## src/rtl/collectible_anim_controller_if.sv

```systemverilog
// Control and sprite-side signal bundle for the collectible animation controller.
// The master side is the level/collision logic; the slave side is the controller.
interface collectible_anim_controller_if #(
  parameter int NUM_SLOTS = 4,
  parameter int FRAME_W   = 4
);
  logic                           enable;
  logic [NUM_SLOTS-1:0]           spawn_mask;
  logic [NUM_SLOTS-1:0]           collect_req;
  logic [NUM_SLOTS-1:0]           slot_visible;
  logic [NUM_SLOTS*FRAME_W-1:0]   frame_sel;
  logic [NUM_SLOTS-1:0]           collect_ack;
  logic [7:0]                     collected;
  logic                           anim_tick;

  modport master (
    output enable, spawn_mask, collect_req,
    input  slot_visible, frame_sel, collect_ack, collected, anim_tick
  );

  modport slave (
    input  enable, spawn_mask, collect_req,
    output slot_visible, frame_sel, collect_ack, collected, anim_tick
  );
endinterface

```

## src/rtl/collectible_anim_controller.sv

```systemverilog
// Sequences NUM_SLOTS collectibles through spawn, spin, sparkle and respawn wait,
// driven by one shared animation-tick prescaler; all outputs are registered.
module collectible_anim_controller #(
  parameter int NUM_SLOTS      = 4,
  parameter int TICK_DIV       = 6240000,
  parameter int SPIN_FRAMES    = 7,
  parameter int COLLECT_FRAMES = 4,
  parameter int RESPAWN_TICKS  = 64,
  parameter int FRAME_W        = 4
) (
  input  logic                          clk,
  input  logic                          reset,
  collectible_anim_controller_if.slave  bus
);

  localparam int CNT_W = (TICK_DIV > 1) ? $clog2(TICK_DIV) : 1;
  localparam int RSP_W = (RESPAWN_TICKS > 1) ? $clog2(RESPAWN_TICKS + 1) : 1;
  localparam int ACC_W = $clog2(NUM_SLOTS + 1);

  localparam logic [1:0] ST_EMPTY   = 2'd0;
  localparam logic [1:0] ST_SPIN    = 2'd1;
  localparam logic [1:0] ST_COLLECT = 2'd2;
  localparam logic [1:0] ST_WAIT    = 2'd3;

  localparam logic [CNT_W-1:0]   CNT_LAST      = CNT_W'(TICK_DIV - 1);
  localparam logic [FRAME_W-1:0] LAST_SPIN     = FRAME_W'(SPIN_FRAMES - 1);
  localparam logic [FRAME_W-1:0] FIRST_SPARKLE = FRAME_W'(SPIN_FRAMES);
  localparam logic [FRAME_W-1:0] LAST_SPARKLE  = FRAME_W'(SPIN_FRAMES + COLLECT_FRAMES - 1);
  localparam logic [RSP_W-1:0]   RSP_INIT      = RSP_W'(RESPAWN_TICKS);

  // Prescaler
  logic [CNT_W-1:0] r_count;
  logic             w_tick;
  logic             r_anim_tick;

  assign w_tick = bus.enable && (r_count == CNT_LAST);

  // NOTE: sequential state uses non-blocking assignments so every register samples
  // pre-edge values regardless of block ordering.
  always_ff @(posedge clk or negedge reset) begin
    if (!reset) begin
      r_count     <= '0;
      r_anim_tick <= 1'b0;
    end else begin
      r_anim_tick <= w_tick;
      if (bus.enable) r_count <= w_tick ? '0 : r_count + CNT_W'(1);
    end
  end

  // Per-slot state
  logic [1:0]         r_state   [NUM_SLOTS];
  logic [FRAME_W-1:0] r_frame   [NUM_SLOTS];
  logic [RSP_W-1:0]   r_rsp     [NUM_SLOTS];
  logic [1:0]         w_state   [NUM_SLOTS];
  logic [FRAME_W-1:0] w_frame   [NUM_SLOTS];
  logic [RSP_W-1:0]   w_rsp     [NUM_SLOTS];
  logic [NUM_SLOTS-1:0] w_accept;
  logic [NUM_SLOTS-1:0] w_visible;
  logic [NUM_SLOTS-1:0] r_visible;
  logic [NUM_SLOTS-1:0] r_ack;

  // NOTE: every next-state variable is defaulted to its current value first, so no
  // path through the case leaves it unassigned and no latch is inferred.
  always_comb begin
    for (int i = 0; i < NUM_SLOTS; i++) begin
      w_state[i]  = r_state[i];
      w_frame[i]  = r_frame[i];
      w_rsp[i]    = r_rsp[i];
      w_accept[i] = 1'b0;
      case (r_state[i])
        ST_EMPTY: begin
          if (bus.spawn_mask[i]) begin
            w_state[i] = ST_SPIN;
            w_frame[i] = '0;
          end
        end
        ST_SPIN: begin
          if (bus.collect_req[i]) begin
            w_state[i]  = ST_COLLECT;
            w_frame[i]  = FIRST_SPARKLE;
            w_accept[i] = 1'b1;
          end else if (w_tick) begin
            w_frame[i] = (r_frame[i] == LAST_SPIN) ? '0 : r_frame[i] + FRAME_W'(1);
          end
        end
        ST_COLLECT: begin
          if (w_tick) begin
            if (r_frame[i] == LAST_SPARKLE) begin
              w_state[i] = (RESPAWN_TICKS == 0) ? ST_EMPTY : ST_WAIT;
              w_frame[i] = '0;
              w_rsp[i]   = RSP_INIT;
            end else begin
              w_frame[i] = r_frame[i] + FRAME_W'(1);
            end
          end
        end
        default: begin // ST_WAIT
          if (bus.spawn_mask[i] || (w_tick && r_rsp[i] == RSP_W'(1))) begin
            w_state[i] = ST_SPIN;
            w_frame[i] = '0;
          end else if (w_tick) begin
            w_rsp[i] = r_rsp[i] - RSP_W'(1);
          end
        end
      endcase
      w_visible[i] = (w_state[i] == ST_SPIN) || (w_state[i] == ST_COLLECT);
    end
  end

  // NOTE: the per-slot arrays are a handful of flops, so they are reset like any
  // other register; this guarantees invisible, frame-0 slots straight out of reset.
  always_ff @(posedge clk or negedge reset) begin
    if (!reset) begin
      for (int i = 0; i < NUM_SLOTS; i++) begin
        r_state[i] <= ST_EMPTY;
        r_frame[i] <= '0;
        r_rsp[i]   <= '0;
      end
      r_visible <= '0;
      r_ack     <= '0;
    end else begin
      for (int i = 0; i < NUM_SLOTS; i++) begin
        r_state[i] <= w_state[i];
        r_frame[i] <= w_frame[i];
        r_rsp[i]   <= w_rsp[i];
      end
      r_visible <= w_visible;
      r_ack     <= w_accept;
    end
  end

  // Shared saturating collect count
  logic [ACC_W-1:0] w_n_acc;
  logic [15:0]      w_sum;
  logic [7:0]       r_collected;

  always_comb begin
    w_n_acc = '0;
    for (int i = 0; i < NUM_SLOTS; i++) w_n_acc = w_n_acc + ACC_W'(w_accept[i]);
    w_sum = 16'(r_collected) + 16'(w_n_acc);
  end

  always_ff @(posedge clk or negedge reset) begin
    if (!reset) r_collected <= '0;
    else        r_collected <= (w_sum > 16'd255) ? 8'hFF : w_sum[7:0];
  end

  for (genvar g = 0; g < NUM_SLOTS; g++) begin : g_frame_out
    assign bus.frame_sel[g*FRAME_W +: FRAME_W] = r_frame[g];
  end

  assign bus.slot_visible = r_visible;
  assign bus.collect_ack  = r_ack;
  assign bus.collected    = r_collected;
  assign bus.anim_tick    = r_anim_tick;

endmodule

```

## src/flat_wrapper.sv

```systemverilog
// flat-port wrapper written by rule: the top's interface ports become plain ports
module collectible_anim_controller_flat 
#(
  parameter int NUM_SLOTS      = 4,
  parameter int TICK_DIV       = 6240000,
  parameter int SPIN_FRAMES    = 7,
  parameter int COLLECT_FRAMES = 4,
  parameter int RESPAWN_TICKS  = 64,
  parameter int FRAME_W        = 4
)
  (clk, reset, bus_enable, bus_spawn_mask, bus_collect_req, bus_slot_visible, bus_frame_sel, bus_collect_ack, bus_collected, bus_anim_tick);
  collectible_anim_controller_if #(.NUM_SLOTS(NUM_SLOTS), .FRAME_W(FRAME_W)) bus_i ();
  input  logic clk;
  input  logic reset;
  input wire logic [$bits(bus_i.enable)-1:0] bus_enable;
  input wire logic [$bits(bus_i.spawn_mask)-1:0] bus_spawn_mask;
  input wire logic [$bits(bus_i.collect_req)-1:0] bus_collect_req;
  output wire logic [$bits(bus_i.slot_visible)-1:0] bus_slot_visible;
  output wire logic [$bits(bus_i.frame_sel)-1:0] bus_frame_sel;
  output wire logic [$bits(bus_i.collect_ack)-1:0] bus_collect_ack;
  output wire logic [$bits(bus_i.collected)-1:0] bus_collected;
  output wire logic [$bits(bus_i.anim_tick)-1:0] bus_anim_tick;
  assign bus_i.enable = bus_enable;
  assign bus_i.spawn_mask = bus_spawn_mask;
  assign bus_i.collect_req = bus_collect_req;
  assign bus_slot_visible = bus_i.slot_visible;
  assign bus_frame_sel = bus_i.frame_sel;
  assign bus_collect_ack = bus_i.collect_ack;
  assign bus_collected = bus_i.collected;
  assign bus_anim_tick = bus_i.anim_tick;
  collectible_anim_controller #(.NUM_SLOTS(NUM_SLOTS), .TICK_DIV(TICK_DIV), .SPIN_FRAMES(SPIN_FRAMES), .COLLECT_FRAMES(COLLECT_FRAMES), .RESPAWN_TICKS(RESPAWN_TICKS), .FRAME_W(FRAME_W)) u_core (.clk(clk), .reset(reset), .bus(bus_i));
endmodule
```

## config.mk

```make
export PLATFORM = sky130hd
export DESIGN_NAME = collectible_anim_controller_flat
export DESIGN_NICKNAME = d
export VERILOG_FILES = /design/src/rtl/collectible_anim_controller_if.sv /design/src/rtl/collectible_anim_controller.sv /design/src/flat_wrapper.sv
export SDC_FILE = /design/constraint.sdc
export NUM_CORES = 1
export LEC_CHECK = 0
export ABC_CLOCK_PERIOD_IN_PS = 3200
export CAP_MARGIN = 40
export CORE_MARGIN = 4
export CORE_UTILIZATION = 50
export CTS_BUF_LIST = sky130_fd_sc_hd__clkbuf_2
export CTS_CLUSTER_SIZE = 20
export DETAILED_ROUTE_END_ITERATION = 12
export GPL_TIMING_DRIVEN = 1
export PLACE_DENSITY = 0.73
export SKIP_LAST_GASP = 1
export SYNTH_ARGS = -nofsm -noshare
export SYNTH_HDL_FRONTEND = slang
export SYNTH_SLANG_ARGS = --single-unit
```

## constraint.sdc

```tcl
create_clock -name clk -period 3.2 [get_ports clk]
set_clock_uncertainty 0.15 [all_clocks]
set_input_delay 0.64 -clock clk [delete_from_list [all_inputs] [get_ports clk]]
set_output_delay 0.64 -clock clk [all_outputs]
set_load 0.005 [all_outputs]
```

==> summary.md <==
| Metric | Value |
|---|---|
| Clock tree buffer depth | 2 |
| Required time of the critical path | ~3.6 ns |
| Total clock sinks | 92 |
| Die width | ~110 µm |
| Total routing resource utilization after global routing | between 20 and 25% |
| Synthesized cell area | between 5000 and 6000 µm² |
| Critical setup path kind | reg -> reg |
| Largest incremental delay on the critical path | about 0.52 ns |
| Master of the slowest instance on the critical path | sky130_fd_sc_hd__fa_1 |
| Maximum fanout along the worst path | 5 |
| Crit path arrival time | around 3.5 ns |
| Power per standard cell area | approximately 670 nW/µm² |
| Worst path cell trace | ha_4 > nand2_2 > inv_2 > ha_4 > inv_2 > fa_1 > inv_2 > ha_4 > fa_2 > and2_4 > o21a_1 > and2_4 > nand4_1 > nand2_1 |
| Die outline area | about 13,000 µm² |
| Most common library cell in the layout ignoring fill and taps | sky130_fd_sc_hd__dfrtp_1 |
| Detailed-router iteration count before antenna repair | 5 |
| Number of synthesized flops with an enable pin | 0 |
| Register-to-Register Setup Slack | 0.05 ns |
| WL final | 12.7 mm |
| Fraction of layout instances using a drive strength above 1 | between 10% and 20% |
| Hold violation count in the final report | 0 |
| Max-cap viol count | 0 |
| Actual slew at the worst max-slew pin | just over 0.6 ns |
| First-iteration detailed-routing DRC count | between 300 and 400 |
| Initial core utilization | roughly 51% |
| Synthesized area per cell | 8.86 µm² |
| Hold-critical path endpoint | u_core.r_rsp[6] |
| Share of the yosys chip area belonging to registers | ~41% |
| Kind of cell adding the most delay to the critical path | adder cells |
| Gpl congestion | roughly 0.9 |
| Setup Viol. Count Final | 0 |
| Cell depth of the worst hold path | 1 |
| Area share of the largest cell type after synthesis | between 40 and 50% |
| Cell accounting for the most synthesized area | sky130_fd_sc_hd__dfrtp_1 |
| Layout-stage area growth over the synthesis result | 18.5% |
| Post-synthesis async set-or-reset flop share | 100% |
| Std-Cell Core Area | about 11,000 µm² |
| Number of buffers and inverters on the critical path | 3 |
| Status | completed |
| Port buffer count | between 40 and 50 |
| Met1 layer usage reported by global route | between 20% and 30% |
| Dominant synthesized flop cell | sky130_fd_sc_hd__dfrtp_1 |
| DPL Wire Length | a little over 9 mm |
| Worst reg-to-reg path cell count | 14 |
| Global-route track usage on met2 | 34.9% |
| Leakage power | 3.00 nW |
| Number of placed I/O pins | between 40 and 50 |
| Global-route wire length before repair | 22.0 mm |
| Distinct cell type count of the synthesized netlist | 60 |
| Busiest layer in global routing | met2 |
| Final worst path period share | a little over nine tenths |
| H-tree depth | 3 |
| Clock latency of the later-clocked register in the worst-skew pair | about 0.60 ns |
| Drt via density | between 5 and 6 |
| Total CTS buffers | 9 |
| Time the worst path needs with I/O delays and setup | between 3 and 4 ns |
| Post-synthesis net count | ~680 |
| Final #Nets | 763 |
| Largest net degree at the start of global routing | between 40 and 50 |
| Worst Hold Launch | u_core.r_rsp[6] |
| Area contributors post-synth | sky130_fd_sc_hd__dfrtp_1 41%, sky130_fd_sc_hd__ha_1 8.5%, sky130_fd_sc_hd__o21ai_0 6.0% |
| Synth Warn # | 0 |
| Clk root buf | sky130_fd_sc_hd__clkbuf_2 |
| Slew margin rel. | between 50% and 60% |
| Cell count after placement | 836 |
| Capture point of the worst reg-to-reg path | u_core.bus.collected[3] |
| TritonCTS clock tree | built |
| Die Span Y | about 110 µm |
| Number of global-route vias before repair | 4,748 |
| Routed vias | slightly below 5k |
| Critical path capture point type | flop |
| Setup repair after global routing missed its margin | yes |
| Synthesized flop and latch total | 92 |
| Commonest cells after routing, fill and taps aside | 92 x sky130_fd_sc_hd__dfrtp_1, 70 x sky130_fd_sc_hd__nor2_1, 66 x sky130_fd_sc_hd__o21ai_0 |
| Fmax | 0.317 GHz |
| Worst supply voltage drop on vdd | between 0.4 and 0.5 mV |
| Total gr overflow | 0 |
| Final Instance Count excl. Fillers | 857 |
| Global-route track usage on met3 | 4.77% |
| Number of nets still failing antenna checks after routing | 0 |
| DRC | 0 |
| FP Rows | 38 |
| Diodes inserted | 0 |
| Number of instances in the synthesized netlist | 628 |
| Start of the worst register-to-register path | u_core.r_state[4] |
| Final routed wire length divided by cell count | between 10 and 15 µm |
| Antenna violations before repair | 0 |
| Pins Over Slew Limit | 0 |
| CP Launch Type | flop |
| Clock transition at path regs | between 0.2 and 0.25 ns |
| Utilization after layout | between 60 and 70% |
| Hold Crit Class | reg -> reg |
| Total power draw | about 4.4 mW |
[timing repair]
action,4_1_cts,5_1_grt
hold endpoints to repair,45,0
resized for setup,1,12
hold buffers,1,0
setup buffers,0,4
pin swaps,0,8
gates cloned,0,0
endpoints found under the setup margin,3,7
[sequential cells by signal, summed over array words and instances, names as in the netlist]
register,count
u_core.r_rsp,28
u_core.r_count,23
u_core.bus.frame_sel,16
u_core.bus.collected,8
u_core.r_state,8
u_core.bus.collect_ack,4
u_core.bus.slot_visible,4
u_core.bus.anim_tick,1
[power by group]
part	switching, mW	leakage, nW	total [mW]	internal (mW)
combinational	1.18	1.77	2.28	1.10
sequential	0.254	1.18	1.66	1.40
clock	0.403	0.0554	0.505	0.103
total	1.83	3.00	4.44	2.61
[metrics by stage]
| step | area, µm² | hold slack [ns] | setup TNS [ns] | worst slack (ns) |
|---|---|---|---|---|
| 2_1_floorplan | 5580 | 0.194 | 0 | 0.0200 |
| 3_3_place_gp | 6410 | 0.324 | -3.15 | -0.449 |
| 3_5_place_dp | 6410 | 0.323 | -3.64 | -0.508 |
| 4_1_cts | 6500 | 0.352 | 0 | 0.0166 |
| 5_1_grt | 6590 | 0.370 | -0.516 | -0.106 |
| 6_report | 6590 | 0.354 | 0 | 0.0493 |
[cell usage after synthesis (all sizes together), types with 2 or more instances]
library cell	instances
o22ai	6
a211o	2
a21o	12
nor2b	7
buf	5
o41ai	7
nand4b	2
or3	6
nand3	25
or2	2
o21a	7
o22a	3
nor2	70
ha	38
xnor2	14
or4	5
fa	2
and2	10
nand2b	6
a311o	2
o31ai	7
nand2	59
nor3	13
xor2	13
nor3b	6
and4	2
a31oi	3
o21ai	69
nand3b	6
a211oi	2
nor4	9
nor4b	3
dfrtp	92
inv	45
nand4	15
o211ai	4
a21oi	32
clkbuf	6
[worst register-to-register path: cells and delay by family, from the launching register on]
kind                       cells  cell delay (ns)
DFF                            1             0.47
buffers and inverters          3             0.14
adders and majority gates      5             1.46
AOI/OAI and AO/OA              1             0.19
and+or+nand+nor                5             0.65
[cell families after synthesis]
kind of cell	share of synthesized area (%)
AO/OA/AOI/OAI	17.8
XOR/XNOR	4.25
adder cells (fa/ha/maj)	9.27
buffers and inverters	4.00
flip-flops	41.4
multiplexers	0.202
AND/OR/NAND/NOR	23.1
[worst max-delay path by stage]
stage / start / endpoint / slack [ns] / cells after the start
detailed placement: bus_collect_req[1] / u_core.bus.collected[2] / -0.51 / 14
CTS: u_core.r_state[5] / u_core.bus.collected[3] / 0.02 / 15
floorplan: u_core.r_state[5] / u_core.bus.collected[2] / 0.02 / 16
finish: u_core.r_state[4] / u_core.bus.collected[3] / 0.05 / 14
global route: u_core.r_state[7] / u_core.bus.collected[2] / -0.11 / 14
global placement: bus_collect_req[1] / u_core.bus.collected[2] / -0.45 / 14
[area by class of cell]
| cell class | count | area, µm² |
|---|---|---|
| fill | 944 | 4290 |
| tap | 140 | 175 |
| multi-input combinational | 480 | 3110 |
| clock inverter | 5 | 28.8 |
| sequential | 92 | 2300 |
| inverter | 45 | 169 |
| clock buffer | 11 | 55.1 |
| timing repair buffer | 84 | 751 |
[routing by layer]
| metal | wire length [µm] | share of wire, % | up-vias |
|---|---|---|---|
| met5 | 0 | 0 | - |
| met4 | 212 | 1.7 | 0 |
| met3 | 572 | 4.5 | 17 |
| met2 | 6270 | 49 | 120 |
| met1 | 5650 | 44 | 2360 |
| li1 | - | - | 2405 |
Note: power is estimated with default switching activity, not from simulation.
